[src/rtl/asi_pkg.sv]
// Shared types for the async-FIFO read-side write-beat engine.
// beat_t matches the default data width; the RTL itself stays width-parameterised.
package asi_pkg;
  localparam int ASI_DW = 128;
  localparam int ASI_LW = 8;

  typedef enum logic {
    IDLE  = 1'b0,
    BURST = 1'b1
  } state_e;

  typedef struct packed {
    logic              last;
    logic [ASI_DW-1:0] data;
  } beat_t;
endpackage

[src/rtl/asi_wbeat_if.sv]
// Command, FIFO read port and write-data stream of asi_wbeat.
// The slave side is the beat engine; the master side drives commands, FIFO state and wready.
interface asi_wbeat_if #(parameter int DW = 128, parameter int LW = 8);
  logic          cmd_valid;
  logic          cmd_ready;
  logic [LW-1:0] cmd_len;
  logic          fifo_rempty;
  logic          fifo_re;
  logic [DW-1:0] fifo_q;
  logic          wvalid;
  logic          wready;
  logic [DW-1:0] wdata;
  logic          wlast;

  modport slave (
    input  cmd_valid, cmd_len, fifo_rempty, fifo_q, wready,
    output cmd_ready, fifo_re, wvalid, wdata, wlast
  );

  modport master (
    output cmd_valid, cmd_len, fifo_rempty, fifo_q, wready,
    input  cmd_ready, fifo_re, wvalid, wdata, wlast
  );
endinterface

[src/rtl/asi_skid2.sv]
// Two-entry registered valid/ready buffer; head register drives the outputs directly.
// A push while full is only taken if the head leaves in the same cycle.
module asi_skid2 #(
  parameter int W = 8
) (
  input  logic         clk,
  input  logic         reset_n,
  input  logic         push,
  input  logic [W-1:0] din,
  input  logic         ready,
  output logic         valid,
  output logic [W-1:0] dout,
  output logic         full
);
  logic [1:0]   cnt;
  logic [W-1:0] head, tail;
  logic         take, put;

  assign valid = (cnt != 2'd0);
  assign full  = (cnt == 2'd2);
  assign dout  = head;
  assign take  = valid & ready;
  assign put   = push & (~full | take);

  always_ff @(posedge clk or negedge reset_n) begin
    if (!reset_n) begin
      cnt  <= 2'd0;
      head <= '0;
      tail <= '0;
    end else begin
      cnt <= cnt + 2'(put) - 2'(take);
      if (take) begin
        // head leaves: promote tail if present, else refill straight from din
        if (cnt == 2'd2) begin
          head <= tail;
          if (put) tail <= din;
        end else if (put) begin
          head <= din;
        end
      end else if (put) begin
        if (cnt == 2'd0) head <= din;
        else             tail <= din;
      end
    end
  end
endmodule

[src/rtl/asi_wbeat.sv]
// Read-side burst engine: pops cmd_len+1 words from a fall-through FIFO and
// emits them as a registered valid/ready stream with wlast on each burst's final beat.
module asi_wbeat
  import asi_pkg::*;
#(
  parameter int DW = ASI_DW,
  parameter int LW = ASI_LW
) (
  input  logic        clk,
  input  logic        reset_n,
  asi_wbeat_if.slave  bus,
  output logic        busy
);
  state_e        state, state_nxt;
  logic [LW-1:0] rem;
  logic          pop, buf_full, buf_vld;
  logic [DW:0]   din, head;

  always_ff @(posedge clk or negedge reset_n) begin
    if (!reset_n) begin
      state <= IDLE;
      rem   <= '0;
    end else begin
      state <= state_nxt;
      if (bus.cmd_valid && bus.cmd_ready) rem <= bus.cmd_len;
      else if (pop && rem != '0)          rem <= rem - LW'(1);
    end
  end

  always_comb begin
    state_nxt = state;
    case (state)
      IDLE:    if (bus.cmd_valid)       state_nxt = BURST;
      BURST:   if (pop && rem == '0)    state_nxt = IDLE;
      default:                          state_nxt = IDLE;
    endcase
  end

  // FIFO read is fall-through, so fifo_q is captured in the same cycle as the pop
  always_comb begin
    bus.cmd_ready = (state == IDLE);
    pop           = (state == BURST) & ~bus.fifo_rempty & ~buf_full;
    bus.fifo_re   = pop;
    busy          = (state == BURST) | buf_vld;
  end

  assign din = {(rem == '0), bus.fifo_q};

  asi_skid2 #(.W(DW + 1)) u_buf (
    .clk     (clk),
    .reset_n (reset_n),
    .push    (pop),
    .din     (din),
    .ready   (bus.wready),
    .valid   (buf_vld),
    .dout    (head),
    .full    (buf_full)
  );

  assign bus.wvalid = buf_vld;
  assign bus.wlast  = head[DW];
  assign bus.wdata  = head[DW-1:0];
endmodule
[src/flat_wrapper.sv]
// flat-port wrapper written by rule: the top's interface ports become plain ports
module asi_wbeat_flat import asi_pkg::*;
#(
  parameter int DW = ASI_DW,
  parameter int LW = ASI_LW
)
  (clk, reset_n, busy, bus_cmd_valid, bus_cmd_len, bus_fifo_rempty, bus_fifo_q, bus_wready, bus_cmd_ready, bus_fifo_re, bus_wvalid, bus_wdata, bus_wlast);
  asi_wbeat_if #(.DW(DW), .LW(LW)) bus_i ();
  input  logic clk;
  input  logic reset_n;
  output logic busy;
  input wire logic [$bits(bus_i.cmd_valid)-1:0] bus_cmd_valid;
  input wire logic [$bits(bus_i.cmd_len)-1:0] bus_cmd_len;
  input wire logic [$bits(bus_i.fifo_rempty)-1:0] bus_fifo_rempty;
  input wire logic [$bits(bus_i.fifo_q)-1:0] bus_fifo_q;
  input wire logic [$bits(bus_i.wready)-1:0] bus_wready;
  output wire logic [$bits(bus_i.cmd_ready)-1:0] bus_cmd_ready;
  output wire logic [$bits(bus_i.fifo_re)-1:0] bus_fifo_re;
  output wire logic [$bits(bus_i.wvalid)-1:0] bus_wvalid;
  output wire logic [$bits(bus_i.wdata)-1:0] bus_wdata;
  output wire logic [$bits(bus_i.wlast)-1:0] bus_wlast;
  assign bus_i.cmd_valid = bus_cmd_valid;
  assign bus_i.cmd_len = bus_cmd_len;
  assign bus_i.fifo_rempty = bus_fifo_rempty;
  assign bus_i.fifo_q = bus_fifo_q;
  assign bus_i.wready = bus_wready;
  assign bus_cmd_ready = bus_i.cmd_ready;
  assign bus_fifo_re = bus_i.fifo_re;
  assign bus_wvalid = bus_i.wvalid;
  assign bus_wdata = bus_i.wdata;
  assign bus_wlast = bus_i.wlast;
  asi_wbeat #(.DW(DW), .LW(LW)) u_core (.clk(clk), .reset_n(reset_n), .bus(bus_i), .busy(busy));
endmodule
[config.mk]
export PLATFORM = sky130hd
export DESIGN_NAME = asi_wbeat_flat
export DESIGN_NICKNAME = d
export VERILOG_FILES = /design/src/rtl/asi_pkg.sv /design/src/rtl/asi_wbeat_if.sv /design/src/rtl/asi_skid2.sv /design/src/rtl/asi_wbeat.sv /design/src/flat_wrapper.sv
export SDC_FILE = /design/constraint.sdc
export NUM_CORES = 1
export LEC_CHECK = 0
export CAP_MARGIN = 20
export CORE_MARGIN = 2
export CORE_UTILIZATION = 63
export CTS_BUF_LIST = sky130_fd_sc_hd__clkbuf_8
export CTS_CLUSTER_DIAMETER = 60
export DETAILED_ROUTE_END_ITERATION = 12
export DONT_BUFFER_PORTS = 1
export GPL_TIMING_DRIVEN = 1
export PLACE_DENSITY = 0.9
export RECOVER_POWER = 100
export SYNTH_ARGS = -nofsm -noshare
export SYNTH_HDL_FRONTEND = slang
export SYNTH_SLANG_ARGS = --single-unit
[constraint.sdc]
create_clock -name clk -period 2.5 [get_ports clk]
set_input_delay 0.5 -clock clk [delete_from_list [all_inputs] [get_ports clk]]
set_output_delay 0.5 -clock clk [all_outputs]
set_load 0.03 [all_outputs]
==> Word-level counts from Yosys, hierarchy flattened <==
Cells that the tools add are included.
{ "op_classes": {"n_eq_ne": 4, "n_div": 0, "shifts": 0, "mux": 14, "reduce_logical": 13, "order_cmp": 0, "bitwise": 9, "addsub": 3, "mul": 0} }
{ "op_table": {"columns": ["op", "count"], "rows": [
  ["129-bit two-way mux", 9],
  ["8-bit two-way mux", 2],
  ["2-bit nonzero test", 5],
  ["8-bit zero test", 1],
  ["8-bit nonzero test", 1],
  ["8-bit by 1-bit subtractor with 8-bit output, second input constant", 1],
  ["1-bit bitwise AND", 4],
  ["2-bit inequality test, second input constant", 2],
  ["4-bit AND reduction", 1],
  ["1-bit logical AND", 3],
  ["1-bit NOT", 3],
  ["3-bit AND reduction", 1],
  ["2-bit by 1-bit adder with 2-bit output", 1],
  ["2-bit equality test, second input constant", 1],
  ["2-bit zero test", 1],
  ["1-bit two-way mux", 2],
  ["2-bit by 1-bit inequality test with 1-bit output, second input constant", 1],
  ["1-bit bitwise OR", 2],
  ["1-bit one-hot mux with 2 select lines", 1],
  ["2-bit by 1-bit subtractor with 2-bit output", 1]
]} }
{ "word_totals": {"mem_bits_ro": 0, "word_cells": 48, "regBits": 269, "latchBits": 0, "ram_bits": 0, "memories": 0, "inputBits": 141} }

==> Logic depth before layout (Yosys ltp) <==
Gate-level depths: netlist of run 1.
{ "depth": {"word_depth": 7, "ltp_mapped": 8, "depth_no_buf": 6} }

==> By module <==
A second synthesis of run 1 with hierarchy kept.
{ "hier_totals": {"cells_unflattened": 1688, "area_unflattened_um2": 16419.5} }
{ "modules_own_cells": {"columns": ["module", "area_each_um2", "n_inst", "cells_per_inst"], "rows": [
  ["asi_skid2", 15870.2, 1, 1627],
  ["asi_wbeat", 549.3, 1, 61]
]} }

==> Worst setup path before layout of run 1 <==
Ideal clock, no wire load.
{ "synth_timing": {"kind": "input-to-reg", "startpoint": "input port bus_fifo_rempty", "endpoint": "register u_core.u_buf.tail[100]", "required_time_ns": 2.375, "setup_time_ns": 0.125, "cell_stages": 7, "path_buffers": 2, "path_slack_ns": 0.149, "arrival_ns": 2.227, "cell_sequence": "nor2b_1 nand2_1 ha_1 nor3b_1 clkbuf_1 buf_2 mux2_2"} }
{ "synth_between": {"elab_chain_cells": 6, "elab_cells_between_ends": 7} }
{ "synth_lines": {"columns": ["item", "line", "text"], "rows": [
  ["start, declared", "flat_wrapper.sv:14", "input wire logic [$bits(bus_i.fifo_rempty)-1:0] bus_fifo_rempty;"],
  ["1-bit NOT *", "asi_wbeat.sv:42", "pop = (state == BURST) & ~bus.fifo_rempty & ~buf_full;"],
  ["1-bit bitwise AND * (2 in series)", "asi_wbeat.sv:42", null],
  ["1-bit bitwise AND *", "asi_skid2.sv:23", "assign put = push & (~full | take);"],
  ["2-bit inequality test (no source line) / 2-bit nonzero test (equally long branches)", null, null],
  ["4-bit AND reduction (no source line) *", null, null],
  ["end signal, assigned", "asi_skid2.sv:36", "if (put) tail <= din;"],
  ["end signal, assigned", "asi_skid2.sv:42", "else tail <= din;"],
  ["end, declared", "asi_skid2.sv:16", "logic [W-1:0] head, tail;"]
]} }
Every way passes the cells marked *; elsewhere a longest branch is shown, timed or not.
A chain may end at the register's enable or synchronous reset.

==> Final worst setup path of run 1 <==
{ "layout_timing": {"startpoint": "register u_core.u_buf.cnt[1]", "endpoint": "register u_core.u_buf.tail[123]"} }
{ "layout_between": {"elab_chain_cells": 6, "elab_cells_between_ends": 14} }
{ "layout_lines": {"columns": ["item", "line", "text"], "rows": [
  ["start, declared", "asi_skid2.sv:15", "logic [1:0] cnt;"],
  ["start signal, assigned", "asi_skid2.sv:31", "cnt <= cnt + 2'(put) - 2'(take);"],
  ["2-bit nonzero test *", "asi_skid2.sv:19", "assign valid = (cnt != 2'd0);"],
  ["named net bus_wvalid", "flat_wrapper.sv:19", "output wire logic [$bits(bus_i.wvalid)-1:0] bus_wvalid;"],
  ["1-bit bitwise AND *", "asi_skid2.sv:22", "assign take = valid & ready;"],
  ["1-bit bitwise OR", "asi_skid2.sv:23", null],
  ["1-bit bitwise AND", "asi_skid2.sv:23", null],
  ["2-bit inequality test (no source line) / 2-bit nonzero test (equally long branches)", null, null],
  ["4-bit AND reduction (no source line)", null, null]
]} }
The timed path passes the listed nets; every way through them passes the cells marked *.

==> metrics.csv, run 1 <==
stage,metric,value,unit
layout,antenna_cells,0,
cts,cts-root-buf,clkbuf_8,
critical_path,worst_setup_path_start_kind,flop,
synth,syn_avg_cell_area,12.4,sq um
floorplan,dieArea,19100,sq um
drt,antenna_left,0,
cts,cts_setup_buffers,0,
layout,drive_gt1_share,22.5,%
cts,cts_max_level,2,
sta,finalSetupViolations,0,
layout,fin_util,70.2,%
critical_path,path_class,flop to flop,
placement,detailed_place_hpwl,15100,um
grt,grt-ovfl-total,0,
drt,drcViolationCount,0,
drt,routed_via_density,5.99,
layout,most-common-layout-cells,"dfrtp_1 (269), nor2_1 (137), mux2i_1 (129), a21oi_1 (129), mux2_2 (129)",
synth,postSynthRegisterBits,269,
grt,grt_pass1_vias,7546,
cts,cts_made_buffers,42,
drt,vias,7073,
synth,yosysWarnings,0,
cts,clk_pin_slew_worst_paths,0.06,ns
sta,min_period,2.26,ns
layout,layout.nets,1068,
sta,finalMaxSlewViolations,0,
grt,grt_use_total,24.7,%
run_status,violations,hold timing,
synth,synth_seq_area_share,59.3,%
synth,syn_inst,912,
critical_path,critPathBufInv,2,
power_and_ir_drop,power,18.8,mW
critical_path,worstPathArrival,2.66,ns
sta,worst_hold_slack,-0.329,ns
cts,insertion_delay,0.53,ns
floorplan,io-pin-count,274,
cts,cts_buffer_depth,3,
synth,ys_types,30,
critical_path,critPathSlowestCell,dfrtp_1,
grt,grt_max_degree,270,
cts,cts_tree,built,
drt,wire_per_inst,19.9,um
min_path,hold_class,input port to asynchronous set/reset pin,
sta,fin_worst_skew,0.0121,ns
synth,synth_area,11300,sq um
critical_path,crit_path_max_fanout,16,
sta,worst_pin_slew,0.643,ns
sta,fmax,443,MHz
flow_run,cap_violations,0,
floorplan,num_rows,49,
sta,rsz0062_at_grt,false,
layout,final_common_cell,dfrtp_1,
grt,grt_pass1_wl,38600,um
drt,drt-pass1-iter-count,4,
placement,numPortBuffers,0,
floorplan,start_util,63.6,%
floorplan,core,17800,sq um
power_and_ir_drop,peakVddDrop,0.878,mV
power_and_ir_drop,powerDensity,1500,nW/um^2
sta,tns,0,ns
cts,clock_sinks,269,
critical_path,crit_chain,"or2_2, nand2_1, ha_1, nor3b_2, buf_4, clkbuf_4, mux2_2",
synth,synth_nets,1058,
grt,antenna_found_initial,0,
floorplan,die_y,138,um
power_and_ir_drop,p_leak,5.97,nW
critical_path,critPathCaptureType,flop,
sta,final-hold-violation-count,269,
sta,relSlewSlack,57.2,%
critical_path,crit_family,simple AND/OR/NAND/NOR gates,
critical_path,worstPathRequired,2.91,ns
drt,initialDrtViolationCount,330,
run_status,run_status,"finished, violations left",
drt,drt_wl_total,23500,um
layout,synthToLayoutAreaGrowth,10.3,%
critical_path,crit_path_max_incr_delay,0.43,ns
floorplan,dieWidth,138,um
placement,gpl.final_weighted_congestion,0.825,
sta,post-route-period-util,90.3,%
-- area by class of cell --
| cell class | instances | area [sq um] |
|---|---|---|
| fillers | 1172 | 5320 |
| multi-input cells | 580 | 4310 |
| inverters | 5 | 18.8 |
| clock inverters | 17 | 123 |
| repair buffers | 24 | 269 |
| clock buffers | 57 | 785 |
| well taps | 229 | 287 |
| flip-flops and latches | 269 | 6730 |
-- power breakdown --
group          total, mW  switching (mW)  internal, mW
Sequential          10.1            3.61          6.54
Clock               3.87            1.64          2.23
Combinational       4.80            2.35          2.46
Total               18.8            7.60          11.2
-- routing by layer --
layer | vias up | GRT usage, % | share of wire, %
met1 | 3503 | 30.8 | 39
met5 | - | 0 | 0
li1 | 3209 | - | -
met4 | 0 | 11.6 | 4.3
met2 | 276 | 38.9 | 47
met3 | 85 | 8.94 | 9.4
-- synthesized netlist by cell type, drive strengths merged --
cell type | count | area share (%)
dfrtp | 269 | 59
nor2 | 137 | 4.5
a21oi | 129 | 5.7
mux2 | 129 | 13
mux2i | 129 | 11
buf | 42 | 2.1
clkbuf | 16 | 0.53
a31oi | 8 | 0.50
or3 | 7 | 0.39
nand2 | 6 | 0.20
ha | 5 | 0.55
inv | 5 | 0.17
o21ai | 5 | 0.22
nand3 | 3 | 0.13
nor3b | 3 | 0.20
nand3b | 2 | 0.13
nor2b | 2 | 0.11
nor3 | 2 | 0.088
or2 | 2 | 0.11
or4 | 2 | 0.13
xnor2 | 2 | 0.15
nand2b | 1 | 0.055
nand4b | 1 | 0.077
o22a | 1 | 0.077
o31a | 1 | 0.077
o31ai | 1 | 0.066
or3b | 1 | 0.077
or4b | 1 | 0.088
-- cells by family after synthesis --
| logic type | share of synthesized area (%) |
|---|---|
| flip-flops | 59.3 |
| adder cells (fa/ha/maj) | 0.551 |
| AO/OA/AOI/OAI | 6.63 |
| multiplexers | 24.2 |
| AND/OR/NAND/NOR | 6.32 |
| buffers and inverters | 2.83 |
| XOR/XNOR | 0.154 |
-- stage by stage --
stage	setup WS (ns)	hold slack [ns]	area, sq um	std cells
final	0.243	-0.329	12500	1181
after floorplan	0.149	0.204	11300	912
after global placement	0.335	0.210	11700	1107
after detailed placement	0.290	0.208	11700	1107
after CTS	0.262	-0.374	12600	1181
after global routing	0.0863	-0.366	12500	1181
-- what timing repair did --
| action | CTS | global route |
|---|---|---|
| endpoints found under the hold margin | 269 | 269 |
| endpoints found under the setup margin | 0 | 0 |
| gates resized for setup | 0 | 0 |
-- worst paths after layout --
check,startpoint,endpoint,slack [ns],depth (start not counted)
worst max-delay path,u_core.u_buf.cnt[1],u_core.u_buf.tail[123],0.24,7
worst min-delay path,reset_n,u_core.u_buf.tail[55],-0.33,0
worst max register to register,u_core.u_buf.cnt[1],u_core.u_buf.tail[123],0.24,7
worst min register to register,u_core.u_buf.tail[96],u_core.u_buf.tail[96],0.51,1
max in group asynchronous,reset_n,u_core.u_buf.tail[80],2.53,0
min in group clk,bus_fifo_q[75],u_core.u_buf.tail[75],0.12,1
-- registers in the layout, indices dropped and copies added, names as in the netlist --
register,flops
u_core.u_buf.dout,129
u_core.u_buf.cnt,2
u_core.state,1
u_core.rem,8
u_core.u_buf.tail,129
Note: power is estimated with default switching activity, not from simulation.
==> inputs of run 2 (changes only) <==
--- a/config.mk
+++ b/config.mk
@@ -7,14 +7,14 @@
 export LEC_CHECK = 0
 export CAP_MARGIN = 20
 export CORE_MARGIN = 2
-export CORE_UTILIZATION = 63
+export CORE_UTILIZATION = 51
 export CTS_BUF_LIST = sky130_fd_sc_hd__clkbuf_8
 export CTS_CLUSTER_DIAMETER = 60
 export DETAILED_ROUTE_END_ITERATION = 12
-export DONT_BUFFER_PORTS = 1
 export GPL_TIMING_DRIVEN = 1
-export PLACE_DENSITY = 0.9
+export PLACE_DENSITY = 0.93
 export RECOVER_POWER = 100
+export SLEW_MARGIN = 20
 export SYNTH_ARGS = -nofsm -noshare
 export SYNTH_HDL_FRONTEND = slang
 export SYNTH_SLANG_ARGS = --single-unit
==> metrics.csv, run 2 (synthesized netlist as in run 1, its figures left out) <==
stage,metric,value,unit
run_status,run_status,"finished, final reports clean",
floorplan,start_util,52.0,%
cts,cts_made_buffers,44,
floorplan,die_y,153,um
layout,fillers,1401,
drt,drt_wl_total,28900,um
critical_path,crit_path_max_incr_delay,0.62,ns
critical_path,worstPathRequired,2.00,ns
sta,finalMaxSlewViolations,0,
critical_path,critPathCaptureType,output pin,
critical_path,crit_path_max_fanout,6,
sta,setup_slack,0.100,ns
sta,finalSetupViolations,0,
drt,antenna_left,0,
cts,clock_sinks,269,
power_and_ir_drop,power,21.4,mW
placement,gpl.final_weighted_congestion,0.798,
critical_path,worstPathArrival,1.90,ns
sta,fmax,417,MHz
cts,clk_pin_slew_worst_paths,0.06,ns
floorplan,core,21800,sq um
grt,grt_max_degree,80,
layout,layout.nets,1375,
placement,dpl_worst_slack,-0.139,ns
grt,grt_pass1_vias,8986,
drt,initialDrtViolationCount,357,
power_and_ir_drop,powerDensity,1370,nW/um^2
critical_path,critPathSlowestCell,clkdlybuf4s50_1,
drt,drt-pass1-iter-count,4,
layout,most-common-layout-cells,"dfrtp_1 (269), clkdlybuf4s50_1 (140), nor2_1 (137)",
drt,routed_via_density,5.45,
layout,drive_gt1_share,19.7,%
power_and_ir_drop,peakVddDrop,0.776,mV
grt,grt-ovfl-total,0,
floorplan,dieArea,23500,sq um
drt,wire_per_inst,18.8,um
sta,fin_worst_skew,0.0151,ns
flow_run,cap_violations,0,
drt,drcViolationCount,0,
layout,final_common_cell,dfrtp_1,
floorplan,dieWidth,153,um
floorplan,io-pin-count,274,
sta,worst_hold_slack,0.506,ns
sta,worst_pin_slew,1.12,ns
critical_path,path_class,flop to output pin,
grt,grt_use_total,24.4,%
placement,numPortBuffers,273,
power_and_ir_drop,p_leak,7.19,nW
layout,synthToLayoutAreaGrowth,37.8,%
sta,final-hold-violation-count,0,
floorplan,num_rows,54,
cts,cts-root-buf,clkbuf_8,
cts,insertion_delay,0.53,ns
critical_path,worst_setup_path_start_kind,flop,
placement,detailed_place_hpwl,19500,um
cts,cts_tree,built,
grt,antenna_found_initial,0,
grt,grt_pass1_wl,46500,um
sta,post-route-period-util,96.0,%
sta,relSlewSlack,25.2,%
sta,min_period,2.40,ns
layout,antenna_cells,0,
cts,cts_buffer_depth,3,
critical_path,crit_chain,"or2_2, clkdlybuf4s50_1",
drt,vias,8393,
sta,rsz0062_at_grt,false,
cts,cts_max_level,2,
min_path,hold_class,flop to flop,
## run 2: changes by cell type in the layout (fill, tap and decap cells not counted), sizes merged
cell	previous run	this run
clkinvlp	1	0
dlygate4sd3	0	131
inv	17	15
clkbuf	67	85
clkdlybuf4s50	0	140
clkinv	2	4
bufinv	2	3
buf	14	32
## run 2: worst paths after layout
| path | endpoint | start | slack, ns | cells after the start |
|---|---|---|---|---|
| setup / recovery | bus_wvalid | u_core.u_buf.cnt[1] | 0.10 | 2 |
| hold / removal | u_core.u_buf.tail[58] | u_core.u_buf.tail[58] | 0.51 | 1 |
| setup reg to reg | u_core.u_buf.tail[53] | u_core.u_buf.cnt[0] | 0.15 | 7 |
| hold reg to reg | u_core.u_buf.tail[58] | u_core.u_buf.tail[58] | 0.51 | 1 |
| max in group asynchronous | u_core.u_buf.tail[70] | reset_n | 0.38 | 3 |
| min in group asynchronous | u_core.u_buf.tail[102] | reset_n | 0.74 | 2 |
## run 2: area by class of cell
cell class,instances,area (sq um),area share [%]
Sequential cell,269,6730,43.1
Timing Repair Buffer,329,3290,21.0
Inverter,5,18.8,0.120
Clock buffer,59,812,5.19
Clock inverter,17,148,0.944
Tap cell,280,350,2.24
Multi-Input combinational cell,580,4290,27.4
## run 2: critical path: cells and delay by family (launching register included)
family | cells | cell delay [ns]
buffers and inverters | 1 | 0.62
AND/OR/NAND/NOR | 1 | 0.32
flip-flops | 1 | 0.43
## run 2: what timing repair did
action,4_1_cts,5_1_grt
setup buffers,0,0
resized for setup,0,1
endpoints found under the setup margin,0,1
endpoints found under the hold margin,73,0
hold buffers,1,0
## run 2: report_power, final
part | switching [mW] | leakage (nW) | internal, mW
Clock | 1.70 | 0.536 | 2.40
Combinational | 5.25 | 3.57 | 4.17
Sequential | 1.31 | 3.08 | 6.58
Total | 8.26 | 7.19 | 13.2
## run 2: through the flow
| stage | util (%) | setup TNS (ns) | instance area (sq um) | std cells |
|---|---|---|---|---|
| 2_1_floorplan | - | 0 | 11300 | 912 |
| 3_5_place_dp | 67.9 | -13.96 | 14800 | 1462 |
| 3_3_place_gp | 67.9 | -2.55 | 14800 | 1462 |
| 5_1_grt | 71.6 | 0 | 15600 | 1539 |
| 6_report | 71.6 | 0 | 15600 | 1539 |
| 4_1_cts | 72.3 | 0 | 15800 | 1539 |
## run 2: per-layer routing
layer	share of wire, %	GRT usage [%]	wire length, um
met5	0	0	0
met4	2.2	7.80	641
met3	6.3	5.81	1820
met2	51	42.6	14700
met1	41	30.2	11700
